[src/rtl/risc_core_if.sv]
// Memory-side bus of risc_core: the core (master) raises mem_rd or mem_wr with an address;
// the memory (slave) completes the access in the cycle it drives mem_ready high.
interface risc_core_if #(
  parameter int DATA_W = 8,
  parameter int ADDR_W = 5
);
  logic [ADDR_W-1:0] mem_addr;
  logic              mem_rd;
  logic              mem_wr;
  logic [DATA_W-1:0] mem_wdata;
  logic [DATA_W-1:0] mem_rdata;
  logic              mem_ready;

  modport master (
    output mem_addr, mem_rd, mem_wr, mem_wdata,
    input  mem_rdata, mem_ready
  );

  modport slave (
    input  mem_addr, mem_rd, mem_wr, mem_wdata,
    output mem_rdata, mem_ready
  );
endinterface

[src/rtl/risc_core.sv]
// Single-clock accumulator CPU: FETCH/DECODE/OPREAD/OPWRITE/HALT over a rd/wr + mem_ready bus.
// Define RISC_CORE_PERF_EN to add the saturating retired-instruction counter port instr_count.
module risc_core #(
  parameter int DATA_W = 8,
  parameter int ADDR_W = 5,
  parameter int CNT_W  = 16
) (
  input  logic              clk,
  input  logic              rst_,
  risc_core_if.master       mem,
  output logic              halt,
  output logic              load_ir,
  output logic [ADDR_W-1:0] pc,
  output logic [DATA_W-1:0] accum
`ifdef RISC_CORE_PERF_EN
  ,
  output logic [CNT_W-1:0]  instr_count
`endif
);

  localparam logic [2:0] ST_FETCH   = 3'd0;
  localparam logic [2:0] ST_DECODE  = 3'd1;
  localparam logic [2:0] ST_OPREAD  = 3'd2;
  localparam logic [2:0] ST_OPWRITE = 3'd3;
  localparam logic [2:0] ST_HALT    = 3'd4;

  typedef enum logic [2:0] {
    OP_HLT = 3'd0,
    OP_SKZ = 3'd1,
    OP_ADD = 3'd2,
    OP_AND = 3'd3,
    OP_XOR = 3'd4,
    OP_LDA = 3'd5,
    OP_STO = 3'd6,
    OP_JMP = 3'd7
  } opcode_t;

  logic [2:0]        state_q, state_d;
  logic [ADDR_W-1:0] pc_q, pc_d;
  logic [DATA_W-1:0] accum_q, accum_d;
  // Only the opcode and address fields of the instruction word are ever used.
  opcode_t           ir_op_q, ir_op_d;
  logic [ADDR_W-1:0] ir_addr_q, ir_addr_d;

  logic              rd_req;
  logic              wr_req;
  logic              ld_ir;
  logic [ADDR_W-1:0] addr_sel;
  logic              zero;

  assign zero = (accum_q == '0);

  always_comb begin
    state_d   = state_q;
    pc_d      = pc_q;
    accum_d   = accum_q;
    ir_op_d   = ir_op_q;
    ir_addr_d = ir_addr_q;
    rd_req    = 1'b0;
    wr_req    = 1'b0;
    ld_ir     = 1'b0;
    addr_sel  = pc_q;

    case (state_q)
      ST_FETCH: begin
        rd_req   = 1'b1;
        addr_sel = pc_q;
        if (mem.mem_ready) begin
          ir_op_d   = opcode_t'(mem.mem_rdata[DATA_W-1 -: 3]);
          ir_addr_d = mem.mem_rdata[ADDR_W-1:0];
          ld_ir     = 1'b1;
          pc_d      = pc_q + ADDR_W'(1);
          state_d   = ST_DECODE;
        end
      end

      ST_DECODE: begin
        case (ir_op_q)
          OP_HLT: state_d = ST_HALT;
          OP_SKZ: begin
            if (zero) begin
              pc_d = pc_q + ADDR_W'(1);
            end
            state_d = ST_FETCH;
          end
          OP_JMP: begin
            pc_d    = ir_addr_q;
            state_d = ST_FETCH;
          end
          OP_STO:  state_d = ST_OPWRITE;
          default: state_d = ST_OPREAD;
        endcase
      end

      ST_OPREAD: begin
        rd_req   = 1'b1;
        addr_sel = ir_addr_q;
        if (mem.mem_ready) begin
          case (ir_op_q)
            OP_ADD:  accum_d = accum_q + mem.mem_rdata;
            OP_AND:  accum_d = accum_q & mem.mem_rdata;
            OP_XOR:  accum_d = accum_q ^ mem.mem_rdata;
            default: accum_d = mem.mem_rdata;
          endcase
          state_d = ST_FETCH;
        end
      end

      ST_OPWRITE: begin
        wr_req   = 1'b1;
        addr_sel = ir_addr_q;
        if (mem.mem_ready) begin
          state_d = ST_FETCH;
        end
      end

      ST_HALT: state_d = ST_HALT;

      default: state_d = ST_FETCH;
    endcase
  end

  always_ff @(posedge clk or negedge rst_) begin
    if (!rst_) begin
      state_q   <= ST_FETCH;
      pc_q      <= '0;
      accum_q   <= '0;
      ir_op_q   <= OP_HLT;
      ir_addr_q <= '0;
    end else begin
      state_q   <= state_d;
      pc_q      <= pc_d;
      accum_q   <= accum_d;
      ir_op_q   <= ir_op_d;
      ir_addr_q <= ir_addr_d;
    end
  end

  // Requests are gated by rst_ so an in-flight access vanishes the moment reset asserts.
  assign mem.mem_addr  = addr_sel;
  assign mem.mem_rd    = rd_req & rst_;
  assign mem.mem_wr    = wr_req & rst_;
  assign mem.mem_wdata = accum_q;

  assign load_ir = ld_ir & rst_;
  assign halt    = (state_q == ST_HALT);
  assign pc      = pc_q;
  assign accum   = accum_q;

`ifdef RISC_CORE_PERF_EN
  logic [CNT_W-1:0] cnt_q, cnt_d;

  always_comb begin
    cnt_d = cnt_q;
    if ((state_q == ST_DECODE) && (cnt_q != {CNT_W{1'b1}})) begin
      cnt_d = cnt_q + CNT_W'(1);
    end
  end

  always_ff @(posedge clk or negedge rst_) begin
    if (!rst_) begin
      cnt_q <= '0;
    end else begin
      cnt_q <= cnt_d;
    end
  end

  assign instr_count = cnt_q;
`endif

endmodule

[src/flat_wrapper.sv]
// flat-port wrapper written by rule: the top's interface ports become plain ports
module risc_core_flat 
#(
  parameter int DATA_W = 8,
  parameter int ADDR_W = 5,
  parameter int CNT_W  = 16
)
  (clk, rst_, halt, load_ir, pc, accum, mem_mem_addr, mem_mem_rd, mem_mem_wr, mem_mem_wdata, mem_mem_rdata, mem_mem_ready);
  risc_core_if #(.DATA_W(DATA_W), .ADDR_W(ADDR_W)) mem_i ();
  input  logic clk;
  input  logic rst_;
  output logic halt;
  output logic load_ir;
  output logic [ADDR_W-1:0] pc;
  output logic [DATA_W-1:0] accum;
  output wire logic [$bits(mem_i.mem_addr)-1:0] mem_mem_addr;
  output wire logic [$bits(mem_i.mem_rd)-1:0] mem_mem_rd;
  output wire logic [$bits(mem_i.mem_wr)-1:0] mem_mem_wr;
  output wire logic [$bits(mem_i.mem_wdata)-1:0] mem_mem_wdata;
  input wire logic [$bits(mem_i.mem_rdata)-1:0] mem_mem_rdata;
  input wire logic [$bits(mem_i.mem_ready)-1:0] mem_mem_ready;
  assign mem_mem_addr = mem_i.mem_addr;
  assign mem_mem_rd = mem_i.mem_rd;
  assign mem_mem_wr = mem_i.mem_wr;
  assign mem_mem_wdata = mem_i.mem_wdata;
  assign mem_i.mem_rdata = mem_mem_rdata;
  assign mem_i.mem_ready = mem_mem_ready;
  risc_core #(.DATA_W(DATA_W), .ADDR_W(ADDR_W), .CNT_W(CNT_W)) u_core (.clk(clk), .rst_(rst_), .mem(mem_i), .halt(halt), .load_ir(load_ir), .pc(pc), .accum(accum));
endmodule
[config.mk]
export PLATFORM = sky130hd
export DESIGN_NAME = risc_core_flat
export DESIGN_NICKNAME = d
export VERILOG_FILES = /design/src/rtl/risc_core_if.sv /design/src/rtl/risc_core.sv /design/src/flat_wrapper.sv
export SDC_FILE = /design/constraint.sdc
export NUM_CORES = 1
export LEC_CHECK = 0
export BUFFER_PORTS_ARGS = -buffer_cell sky130_fd_sc_hd__buf_2
export CAP_MARGIN = 20
export CORE_ASPECT_RATIO = 1.5
export CORE_MARGIN = 4
export CORE_UTILIZATION = 50
export DETAILED_ROUTE_END_ITERATION = 8
export PLACE_DENSITY = 0.74
export SYNTH_ARGS = -nofsm -noshare
export SYNTH_HDL_FRONTEND = slang
export SYNTH_SLANG_ARGS = --single-unit
[constraint.sdc]
create_clock -name clk -period 2.3 [get_ports clk]
set_clock_uncertainty 0.15 [all_clocks]
set_input_delay 0.46 -clock clk [delete_from_list [all_inputs] [get_ports clk]]
set_output_delay 0.46 -clock clk [all_outputs]
set_load 0.03 [all_outputs]
; After elaboration in Yosys (flattened, before gate mapping)
; Cells that the tools add are included.
[classes]
n_addsub = 2
n_mul = 0
n_div = 0
order_cmp = 0
n_eq_ne = 14
shifts = 0
n_mux = 14
n_bitwise = 5
n_reduce_logical = 11
[op_table]
columns = operator, count
row1 = 8-bit one-hot mux with 3 select lines, 1
row2 = 5-bit one-hot mux with 2 select lines, 2
row3 = 5-bit 2-to-1 mux, 3
row4 = "3-bit by 2-bit == test with 1-bit output, second input constant", 4
row5 = "3-bit == test, second input constant", 4
row6 = 3-bit one-hot mux with 4 select lines, 1
row7 = 3-bit one-hot mux with 3 select lines, 1
row8 = 8-bit adder, 1
row9 = 8-bit AND, 1
row10 = 8-bit zero test, 1
row11 = 8-bit bitwise XOR, 1
row12 = "3-bit by 1-bit == test with 1-bit output, second input constant", 2
row13 = 3-bit zero test, 2
row14 = 3-bit 2-to-1 mux, 2
row15 = "3-bit by 2-bit inequality test with 1-bit output, second input constant", 2
row16 = 2-bit AND reduction, 3
row17 = 2-bit OR reduction, 3
row18 = "5-bit by 1-bit adder with 5-bit output, second input constant", 1
row19 = 1-bit 2-to-1 mux, 4
row20 = 4-bit AND reduction, 1
row21 = 1-bit AND, 3
row22 = "2-bit by 1-bit inequality test with 1-bit output, second input constant", 1
row23 = "2-bit inequality test, second input constant", 1
row24 = 2-bit nonzero test, 1
[word_totals]
regBits = 24
latch_bits = 0
mem_bits_rw = 0
romBits = 0
wordCells = 51
mem_count = 0

; Depth between registers and ports, before layout
[depth]
depth_word = 4
depth_mapped = 7

; Worst setup path after synthesis
; OpenSTA, ideal clock, no wires.
[synth_path]
path_kind = register -> register
startpoint = register u_core.accum_q[0], in the netlist u_core.accum[0]
endpoint = register u_core.accum_q[4], in the netlist u_core.accum[4]
setup_ns = 0.124
arrival_ns = 1.995
setup_slack_ns = 0.031
path_stages_with_launch = 8
n_path_buf = 0
synth_period_minus_slack_ns = 2.269
cell_sequence = dfrtp_1 -> ha_1 -> fa_1 -> a21o_1 -> a21oi_1 -> xnor2_1 -> a22oi_1 -> o31a_1
[synth_via]
elab_chain_len = 2
[synth_rtl]
columns = item, line_no
row1 = from (decl), risc_core.sv:40  ; logic [DATA_W-1:0] accum_q, accum_d;
row2 = from (signal assigned), risc_core.sv:133  ; accum_q <= accum_d;
row3 = 8-bit adder, risc_core.sv:100  ; OP_ADD: accum_d = accum_q + mem.mem_rdata;
row4 = 8-bit one-hot mux with 3 select lines, risc_core.sv:99  ; case (ir_op_q)
; No other way between the ends.
; A chain may end at the register's enable or synchronous reset.

; Final worst setup path
[layout_path]
startpoint = register u_core.state_q[2]
endpoint = output mem_mem_addr[1]
[layout_via]
elab_chain_len = 3
[layout_rtl]
columns = item, line_no
row1 = from (decl), risc_core.sv:38  ; logic [2:0] state_q, state_d;
row2 = from (signal assigned), risc_core.sv:131  ; state_q <= state_d;
row3 = 3-bit by 2-bit == test with 1-bit output, risc_core.sv:64  ; case (state_q)
row4 = 2-bit OR reduction (no line) *, n/a
row5 = 5-bit 2-to-1 mux *, risc_core.sv:64
row6 = to (decl), flat_wrapper.sv:16  ; output wire logic [$bits(mem_i.mem_addr)-1:0] mem_mem_addr;
; Mark *: on every way between the ends. The rest lies on a longest branch, timed or not.

==> metrics.cfg <==
[power_and_ir_drop]
p_comb_share_pct = 67.3
clkPwrFrac_pct = 7.0
switching_share_pct = 52.5
vdd_ir_drop_max_uv = 893
leakage_nw = 1.07
switching_power_mw = 1.87
powerDensity_mw_per_mm2 = 1600
seqPwrFrac_pct = 25.6
intPower_mw = 1.69

[final_layout]
final_util_pct = 63.7
antenna_cells = 0
area_delta_synth_final_pct = 19.7
fin_nets = 288
drive_gt1_share_pct = 29.4
fin_cells = 307

[hold_path]
hold_class = input pin to flip-flop
hold_start = mem_mem_rdata[5]
min_to = u_core.ir_op_q[0]
min_path_cells = 3

[routing]
wl_mm = 4.59
wl_per_cell_um = 14.9
vias = 1762
drt_iter0_markers = 60
first_pass_iters = 5
ant_nets = 0
viasPerCell = 5.74
drc = 0

[sta]
period_share_pct = 94.9
rsz0062_at_grt = no
setup_total_negative_slack_ps = 0
fmax_mhz = 458
hold_violations = 0
slew-limit-headroom_pct = 63.1
drv_slew = 0
worst_slew_pin_slew_ps = 552
final-setup-viol-count = 0
min_period_ps = 2180
fin_ws_ps = 118

[setup_path]
ff2ff_path_depth = 6
startpoint_type = flip-flop
path_max_fanout = 8
required_ps = 1690
r2r_start = u_core.accum[1]
r2r-end = u_core.accum[7]
end_kind = output port
arrival_ps = 1570
crit_type = flip-flop to output port
r2r_slack_ps = 130

[clocking]
post_cts_resized = 0
clock_latency_ps = 270
cts_buffer_depth = 2
ctsHtreeMaxLevel = 1
tritoncts = yes
cts.sinks = 24
cts_buffers = 3
path_clk_slew_ps = 80
clockRootBuffer = clkbuf_8

[synthesis]
async_flop_share_pct = 100
synth_top_flop_cell = dfrtp_1
synth_fp_nets = 237
synth.avg_cell_area_um2 = 8.57
syn_area_mm2 = 0.00185
synth_common_cells = 35 x nand2_1, 24 x dfrtp_1, 16 x a21oi_1
post-synth-top-count-cell = nand2_1
ys_seq_area_share_pct = 32.4
synth-edff-count = 0
synth_cell_type_count = 52
synth_top_area_share_pct = 32.4
synth_top_area_cell = dfrtp_1
synth_top_cells_by_area = dfrtp_1 32%, nand2_1 7.1%, ha_1 6.1%, a21oi_1 4.3%, buf_4 4.1%
ys_warn_count = 0
netlist_instances = 216
synth-seq-cells = 24

[global_route]
grt_pass1_vias = 1703
grt_antenna_before_repair = 0
grt_pass1_wl_mm = 7.77
grt_max_degree = 17
grt_overflow = 0
track_usage_pct = 20.5

[die]
start_util_pct = 53.2
num_rows = 26
io_pins = 41
die-area_mm2 = 0.00476
die_w_um = 57.7
die_h_um = 82.5
core_mm2 = 0.00348

[placement]
routabilityCongestion = 0.840
dp.cells = 303
port_buffers = 40
post-dp-hpwl_mm = 3.68
dp_slack_ps = -75.8

[job]
max_cap_violations = 0

[run_status]
status = finished, final reports clean

[area by class of cell]
cell class,count,area (um2)
tap,42,52.6
fill,316,1260
multi-input combinational,168,1120
sequential,24,601
inverter,7,26.3
clock buffer,3,41.3
timing repair buffer,63,375
[logic make-up (layout without fill, tap and decap cells)]
family,count (synthesis),count (layout),share of synthesized area [%]
multiplexers,8,8,4.66
buffers and inverters,24,73,7.09
XOR/XNOR,8,8,3.78
AND/OR/NAND/NOR,84,84,23.6
adder cells (fa/ha/maj),10,10,7.16
flip-flops,24,24,32.4
AO/OA/AOI/OAI,58,58,21.2
[repair_timing]
item | 4_1_cts | 5_1_grt
endpoints found under the hold margin | 2 | 0
setup buffers | 0 | 0
setup endpoints to repair | 0 | 0
hold buffers | 1 | 0
[power groups by stage]
stage / registers, mW / clock network (mW) / logic (mW)
after floorplan: 1.05 / 0 / 1.63
after global placement: 0.907 / 0 / 2.35
after detailed placement: 0.915 / 0 / 2.39
after CTS: 0.908 / 0.256 / 2.40
after global routing: 0.950 / 0.273 / 2.61
final: 0.910 / 0.250 / 2.39
[metal layers]
metal,wire [um],global-route usage [%],part of all wire (%)
met5,0,0,0
met4,63,6.50,1.4
met3,172,2.18,3.8
met2,2400,38.5,52
met1,1950,24.2,43
[how the worst max path moves through the flow]
| stage | cells past startpoint | slack, ps | end | from |
|---|---|---|---|---|
| floorplan | 7 | 30 | u_core.accum[4] | u_core.accum[0] |
| global placement | 8 | -20 | u_core.accum[4] | mem_mem_rdata[0] |
| detailed placement | 8 | -80 | u_core.accum[4] | mem_mem_rdata[0] |
| CTS | 4 | 110 | mem_mem_addr[1] | u_core.state_q[2] |
| global route | 4 | 10 | mem_mem_addr[2] | u_core.state_q[2] |
| finish | 4 | 120 | mem_mem_addr[1] | u_core.state_q[2] |
[registers in the layout (all words and copies together) (netlist names)]
register / count
u_core.accum: 8
u_core.ir_addr_q: 5
u_core.ir_op_q: 3
u_core.pc: 5
u_core.state_q: 3
[critical path, stage by stage (launching register included)]
cell	delay, ps
dfrtp_1	500
nor2_1	130
buf_4	160
mux2_2	340
buf_2	180
[placed cells by master (no fill, tap or decap), types with 2 or more instances in the layout]
cell type   n
buf_2      40
mux2i_1     3
inv_1       7
a31oi_1     3
xor2_1      2
a22oi_1     4
a22o_1      2
nor2_1     15
dfrtp_1    24
o21bai_1    2
nor2b_1     4
nand4_1     2
nor3_1      3
a21oi_1    16
nand2_1    35
xnor2_1     6
mux2_2      5
o31ai_1     3
and3_1      2
buf_4      22
and2_1      2
a21o_1      3
o21ai_0    10
clkbuf_8    3
nand2b_1    3
a221oi_1    4
a211oi_1    2
ha_1        9
nand3_1     6
[through the flow]
stage / cell area, um2 / power (mW) / hold WS (ps)
3_3_place_gp: 2160 / 3.25 / 131
3_5_place_dp: 2160 / 3.31 / 133
6_report: 2220 / 3.55 / 275
2_1_floorplan: 1850 / 2.68 / 14.4
5_1_grt: 2220 / 3.84 / 271
4_1_cts: 2220 / 3.57 / 270
(Power assumes the default switching activity.)
